[src/rtl/alu_packet_parser.sv]
// Command packet framer between the UART RX byte stream and the ALU / echo paths.
// Packet: opcode, reserved, len[7:0], len[15:8], payload (len counts the header).
//
// state      | meaning
// -----------+------------------------------------------------------------
// ST_IDLE    | waiting for the opcode byte
// ST_RSVD    | discarding the reserved byte
// ST_LEN_LO  | capturing length bits [7:0]
// ST_LEN_HI  | capturing length bits [15:8], validating the header
// ST_ECHO    | forwarding payload bytes to the echo path
// ST_OPERAND | packing payload into 32-bit little-endian operands
// ST_DRAIN   | discarding the payload of a rejected packet
module alu_packet_parser #(
  parameter logic [7:0] OP_ECHO = 8'hEC,
  parameter logic [7:0] OP_ADD  = 8'hA0,
  parameter logic [7:0] OP_MUL  = 8'hA1,
  parameter logic [7:0] OP_DIV  = 8'hA2
) (
  input  logic        clk,
  input  logic        rst,
  input  logic [7:0]  s_axis_tdata,
  input  logic        s_axis_tvalid,
  output logic        s_axis_tready,
  output logic [31:0] m_op_data,
  output logic [7:0]  m_op_code,
  output logic        m_op_first,
  output logic        m_op_last,
  output logic        m_op_valid,
  input  logic        m_op_ready,
  output logic [7:0]  m_echo_tdata,
  output logic        m_echo_tlast,
  output logic        m_echo_tvalid,
  input  logic        m_echo_tready,
  output logic        err_o,
  output logic [1:0]  err_code_o
);

  typedef enum logic [2:0] {
    ST_IDLE, ST_RSVD, ST_LEN_LO, ST_LEN_HI, ST_ECHO, ST_OPERAND, ST_DRAIN
  } state_t;

  state_t      state_q, state_d;
  logic [7:0]  opcode_q, opcode_d;
  logic [7:0]  len_lo_q, len_lo_d;
  logic [15:0] remaining_q, remaining_d;
  logic [1:0]  lane_q, lane_d;
  logic [23:0] acc_q, acc_d;
  logic        first_pend_q, first_pend_d;
  logic [31:0] op_data_q, op_data_d;
  logic [7:0]  op_code_q, op_code_d;
  logic        op_first_q, op_first_d;
  logic        op_last_q, op_last_d;
  logic        op_valid_q, op_valid_d;
  logic [7:0]  echo_data_q, echo_data_d;
  logic        echo_last_q, echo_last_d;
  logic        echo_valid_q, echo_valid_d;
  logic        err_q, err_d;
  logic [1:0]  err_code_q, err_code_d;
  logic        rst_done_q, rst_done_d;

  logic        tready;
  logic        accept;
  logic [15:0] len_full;
  logic [15:0] len_rem;
  logic        is_echo, is_div, is_arith, is_known;

  assign len_full = {s_axis_tdata, len_lo_q};
  assign len_rem  = len_full - 16'd4;
  assign is_echo  = (opcode_q == OP_ECHO);
  assign is_div   = (opcode_q == OP_DIV);
  assign is_arith = (opcode_q == OP_ADD) || (opcode_q == OP_MUL) || is_div;
  assign is_known = is_echo || is_arith;

  // Input ready per state; held low until the first clock after reset release.
  always_comb begin
    tready = 1'b0;
    case (state_q)
      ST_ECHO:    tready = !echo_valid_q || m_echo_tready;
      ST_OPERAND: tready = !((lane_q == 2'd3) && op_valid_q && !m_op_ready);
      default:    tready = 1'b1;
    endcase
    tready = tready && rst_done_q;
  end

  assign accept = s_axis_tvalid && tready;

  // Next-state, datapath and output register updates.
  always_comb begin
    state_d      = state_q;
    opcode_d     = opcode_q;
    len_lo_d     = len_lo_q;
    remaining_d  = remaining_q;
    lane_d       = lane_q;
    acc_d        = acc_q;
    first_pend_d = first_pend_q;
    op_data_d    = op_data_q;
    op_code_d    = op_code_q;
    op_first_d   = op_first_q;
    op_last_d    = op_last_q;
    op_valid_d   = op_valid_q;
    echo_data_d  = echo_data_q;
    echo_last_d  = echo_last_q;
    echo_valid_d = echo_valid_q;
    err_d        = 1'b0;
    err_code_d   = err_code_q;
    rst_done_d   = 1'b1;

    // A completed handshake frees the slot; a reload below takes priority.
    if (op_valid_q && m_op_ready) op_valid_d = 1'b0;
    if (echo_valid_q && m_echo_tready) echo_valid_d = 1'b0;

    case (state_q)
      ST_IDLE: if (accept) begin
        opcode_d = s_axis_tdata;
        state_d  = ST_RSVD;
      end
      ST_RSVD: if (accept) state_d = ST_LEN_LO;
      ST_LEN_LO: if (accept) begin
        len_lo_d = s_axis_tdata;
        state_d  = ST_LEN_HI;
      end
      ST_LEN_HI: if (accept) begin
        op_code_d    = opcode_q;
        lane_d       = 2'd0;
        first_pend_d = 1'b1;
        remaining_d  = len_rem;
        if (!is_known) begin
          err_d      = 1'b1;
          err_code_d = 2'd1;
          // A short header-only packet leaves nothing to drain.
          if (len_full <= 16'd4) begin
            remaining_d = 16'd0;
            state_d     = ST_IDLE;
          end else begin
            state_d = ST_DRAIN;
          end
        end else if (len_full < 16'd4) begin
          err_d       = 1'b1;
          err_code_d  = 2'd2;
          remaining_d = 16'd0;
          state_d     = ST_IDLE;
        end else if (is_arith && ((len_rem == 16'd0) || (len_rem[1:0] != 2'd0) ||
                                  (is_div && (len_full != 16'd12)))) begin
          err_d      = 1'b1;
          err_code_d = 2'd2;
          state_d    = (len_rem == 16'd0) ? ST_IDLE : ST_DRAIN;
        end else if (is_echo) begin
          state_d = (len_rem == 16'd0) ? ST_IDLE : ST_ECHO;
        end else begin
          state_d = ST_OPERAND;
        end
      end
      ST_ECHO: if (accept) begin
        echo_data_d  = s_axis_tdata;
        echo_valid_d = 1'b1;
        echo_last_d  = (remaining_q == 16'd1);
        remaining_d  = remaining_q - 16'd1;
        if (remaining_q == 16'd1) state_d = ST_IDLE;
      end
      ST_OPERAND: if (accept) begin
        lane_d = lane_q + 2'd1;
        case (lane_q)
          2'd0: acc_d[7:0]   = s_axis_tdata;
          2'd1: acc_d[15:8]  = s_axis_tdata;
          2'd2: acc_d[23:16] = s_axis_tdata;
          default: begin
            op_data_d    = {s_axis_tdata, acc_q};
            op_valid_d   = 1'b1;
            op_first_d   = first_pend_q;
            op_last_d    = (remaining_q == 16'd4);
            first_pend_d = 1'b0;
            remaining_d  = remaining_q - 16'd4;
            if (remaining_q == 16'd4) state_d = ST_IDLE;
          end
        endcase
      end
      ST_DRAIN: if (accept) begin
        remaining_d = remaining_q - 16'd1;
        if (remaining_q == 16'd1) state_d = ST_IDLE;
      end
      default: state_d = ST_IDLE;
    endcase
  end

  // State and output registers with asynchronous active-low reset.
  always_ff @(posedge clk or negedge rst) begin
    if (!rst) begin
      state_q      <= ST_IDLE;
      opcode_q     <= 8'd0;
      len_lo_q     <= 8'd0;
      remaining_q  <= 16'd0;
      lane_q       <= 2'd0;
      acc_q        <= 24'd0;
      first_pend_q <= 1'b0;
      op_data_q    <= 32'd0;
      op_code_q    <= 8'd0;
      op_first_q   <= 1'b0;
      op_last_q    <= 1'b0;
      op_valid_q   <= 1'b0;
      echo_data_q  <= 8'd0;
      echo_last_q  <= 1'b0;
      echo_valid_q <= 1'b0;
      err_q        <= 1'b0;
      err_code_q   <= 2'd0;
      rst_done_q   <= 1'b0;
    end else begin
      state_q      <= state_d;
      opcode_q     <= opcode_d;
      len_lo_q     <= len_lo_d;
      remaining_q  <= remaining_d;
      lane_q       <= lane_d;
      acc_q        <= acc_d;
      first_pend_q <= first_pend_d;
      op_data_q    <= op_data_d;
      op_code_q    <= op_code_d;
      op_first_q   <= op_first_d;
      op_last_q    <= op_last_d;
      op_valid_q   <= op_valid_d;
      echo_data_q  <= echo_data_d;
      echo_last_q  <= echo_last_d;
      echo_valid_q <= echo_valid_d;
      err_q        <= err_d;
      err_code_q   <= err_code_d;
      rst_done_q   <= rst_done_d;
    end
  end

  assign s_axis_tready = tready;
  assign m_op_data     = op_data_q;
  assign m_op_code     = op_code_q;
  assign m_op_first    = op_first_q;
  assign m_op_last     = op_last_q;
  assign m_op_valid    = op_valid_q;
  assign m_echo_tdata  = echo_data_q;
  assign m_echo_tlast  = echo_last_q;
  assign m_echo_tvalid = echo_valid_q;
  assign err_o         = err_q;
  assign err_code_o    = err_code_q;

endmodule

[config.mk]
export PLATFORM = sky130hd
export DESIGN_NAME = alu_packet_parser
export DESIGN_NICKNAME = d
export VERILOG_FILES = /design/src/rtl/alu_packet_parser.sv
export SDC_FILE = /design/constraint.sdc
export NUM_CORES = 1
export LEC_CHECK = 0
export CORE_MARGIN = 5
export CORE_UTILIZATION = 25
export DETAILED_ROUTE_END_ITERATION = 16
export HOLD_SLACK_MARGIN = 0.05
export PLACE_DENSITY_LB_ADDON = 0.08
export SLEW_MARGIN = 0
export SYNTH_ARGS = -nofsm -noshare
export SYNTH_HDL_FRONTEND = slang
export SYNTH_SLANG_ARGS = --single-unit
export TNS_END_PERCENT = 5
[constraint.sdc]
create_clock -name clk -period 4.7 [get_ports clk]
set_input_delay 0.94 -clock clk [delete_from_list [all_inputs] [get_ports clk]]
set_output_delay 0.94 -clock clk [all_outputs]
set_load 0.005 [all_outputs]
==> results.yml <==
status:
  status: "finished, final reports clean"
die:
  io_pins: 70
  dieArea_mm2: 0.0269
  die_x_um: 164
  start_util_pct: 25.3
  core_mm2: 0.0234
  rows: 56
  die_y_um: 164
global_routing:
  track_usage_pct: 13.5
  grt_pass1_vias: 4700
  grt_start_max_net_pins: 74
  gr-total-overflow: 0
  antenna_found_initial: 0
  grt_pass1_wl_mm: 27.6
drt:
  drtIter0Drc: 212
  vias_per_cell: 4.70
  ant_nets: 0
  vias: 4338
  wl_per_cell_um: 18.6
  dr.pass1.iters: 4
  routed_wl_mm: 17.2
  drcViolationCount: 0
layout:
  fill_cells: 2431
  syn2layout_area_growth_pct: 27.1
  multiInputGateArea_mm2: 0.00277
  num_antenna_cells: 0
  regArea_mm2: 0.00298
  fin_nets: 616
  drive_gt1_share_pct: 25.0
  final_cell_mix: "dfrtp_1, mux2_2, clkdlybuf4s50_1"
  final_common_cell: "dfrtp_1"
clock_tree:
  cts_inserted_buffers: 17
  htree_levels: 4
  cts_buffer_depth: 2
  cts_sinks: 119
  clk_pin_slew_worst_paths_ps: 60
  hold_buffers: 0
  cts_tree: "yes"
  post_cts_buffers: 0
  cts_resized: 0
  root_buffer: "clkbuf_16"
  clock_latency_ps: 420
placed_design:
  port_buffers: 69
  place_congestion: 0.796
  dpl.hpwl_mm: 11.8
  pre_cts_ws_ps: 870
sta:
  setup_tns_ps: 0
  min_period_ps: 3470
  fin_skew_ps: 13.9
  fmax_mhz: 288
  finalCritPeriodShare_pct: 73.8
  slew_headroom_pct: 33.4
  setup_slack_ps: 1230
  worstMarginPinSlew_ps: 990
  setup_viol: 0
  final_hold_viol_count: 0
  finalMaxSlewViolations: 0
  rsz0062_at_grt: "no"
min_path:
  hold_start: "first_pend_q"
  min_to: "first_pend_q"
  whs_path_depth: 2
  hold_path_class: "register to register"
synth:
  ys_ff_latch: 119
  postSynth.asyncResetShare_pct: 100
  synth_nets: 546
  yosysUniqueCellTypes: 72
  syn_avg_cell_area_um2: 11.4
  synth_edf_count: 0
  ys.flop_type: "dfrtp_1"
  syn_inst: 520
  ys.warnings.count: 0
  syn_area_mm2: 0.00593
  ys_seq_area_share_pct: 50.3
worst_setup_path:
  path_class: "input pin to output port"
  rr_endpoint: "m_op_data[4]"
  reg2regPathDepth: 5
  critical_path_required_ps: 3760
  path_max_fanout: 5
  cp.arrival_ps: 2530
  cp-end-kind: "output port"
  cp-start-kind: "input pin"
  reg2reg_from: "state_q[0]"
  rrSetupSlack_ps: 1620
pwr:
  p_leak_nw: 3.22
  power_density_mw_per_mm2: 536
  vdd_drop_max_mv: 0.193
run:
  max_cap_viol_count: 0
==> layer usage <==
metal	vias up	GRT usage, %	part of all wire [%]
met5	-	0	0
met4	0	3.96	1.8
met3	27	3.64	3.9
met2	102	22.2	48
met1	2177	17.5	46
li1	2032	-	-
==> how the worst max path moves through the flow <==
| stage | start | end | slack (ps) | cells after the start |
|---|---|---|---|---|
| floorplan | s_axis_tdata[2] | remaining_q[13] | 2020 | 6 |
| global placement | s_axis_tdata[0] | remaining_q[13] | 900 | 7 |
| detailed placement | s_axis_tdata[0] | state_q[1] | 870 | 7 |
| CTS | m_echo_tready | s_axis_tready | 1210 | 5 |
| global route | m_echo_tready | s_axis_tready | 1090 | 5 |
| finish | m_echo_tready | s_axis_tready | 1230 | 5 |
==> logic make-up after synthesis <==
family / Yosys count / synth area share (%)
AO/OA/AOI/OAI: 97 / 11.2
XOR/XNOR: 12 / 1.77
adder cells (fa/ha/maj): 13 / 2.74
buffers and inverters: 43 / 3.02
flip-flops: 119 / 50.3
multiplexers: 92 / 17.4
other: 1 / 0.0633
AND/OR/NAND/NOR: 143 / 13.6
==> stage by stage <==
stage          cell area, um2  util (%)  power, mW  std cells  hold slack (ps)
3_5_place_dp             6970      29.8       2.81        890              467
3_3_place_gp             6970      29.8       2.80        890              457
4_1_cts                  7530      32.2       4.09        922              489
2_1_floorplan            5930         -       2.32        520              443
5_1_grt                  7530      32.2       4.31        922              522
6_report                 7530      32.2       4.03        922              485
==> power breakdown <==
part | internal, mW | total (mW) | switching, mW
Combinational | 0.559 | 1.17 | 0.607
Sequential | 1.29 | 1.61 | 0.328
Clock | 0.739 | 1.25 | 0.515
==> critical path, stage by stage <==
cell	delay, ps
clkdlybuf4s50_1	390
nand2b_1	170
o31ai_2	490
nor2_1	80
clkdlybuf4s50_1	460
==> area by class of cell <==
class	count	share of cell area (%)
tap	319	5.30
multi-input combinational	358	36.8
sequential	119	39.5
timing repair buffer	79	10.1
inverter	15	0.748
clock buffer	17	5.65
clock inverter	15	1.86
==> sequential cells by signal, indices dropped and copies added (netlist names), 2 cells and up <==
name / count
len_lo_q: 8
m_op_data: 32
state_q: 3
acc_q: 24
err_code_o: 2
m_op_code: 8
remaining_q: 16
opcode_q: 8
lane_q: 2
m_echo_tdata: 8
==> Yosys cell counts, types with 2 or more instances <==
master    instances  area [um2]
o21ai_0          23         115
a21oi_1          20         100
o22ai_1           3        18.8
mux2_2           89        1000
nor2b_1           4        25.0
buf_2            11        55.1
or2_2             2        12.5
nand3_1           7        35.0
o21a_1            3        22.5
o311ai_0          2        17.5
nor3_2            2        20.0
or3_1             2        12.5
and2_1            6        37.5
nand2_1          35         131
nor3b_1           2        15.0
inv_1            15        56.3
mux2i_1           3        30.0
nand2b_1          9        56.3
or4_4             3        33.8
clkbuf_1         16        60.1
xnor2_1           6        52.6
a31oi_1           4        25.0
nor2_1           30         113
nand3b_1          3        22.5
ha_1             13         163
o41ai_1           2        17.5
nor4b_1           2        17.5
o221ai_1          3        26.3
and3_1            2        12.5
o21ai_1           4        20.0
dfrtp_1         119        2980
o31ai_1           2        15.0
nor3_1           13        65.1
a211oi_1          4        30.0
nor4_2            4        50.1
o21ai_2           2        17.5
xor2_1            6        52.6
o211ai_1          3        22.5
a211o_1           2        17.5
and4_1            2        17.5
nand4_1           6        37.5
No activity file was read; power rests on OpenSTA's default activity.
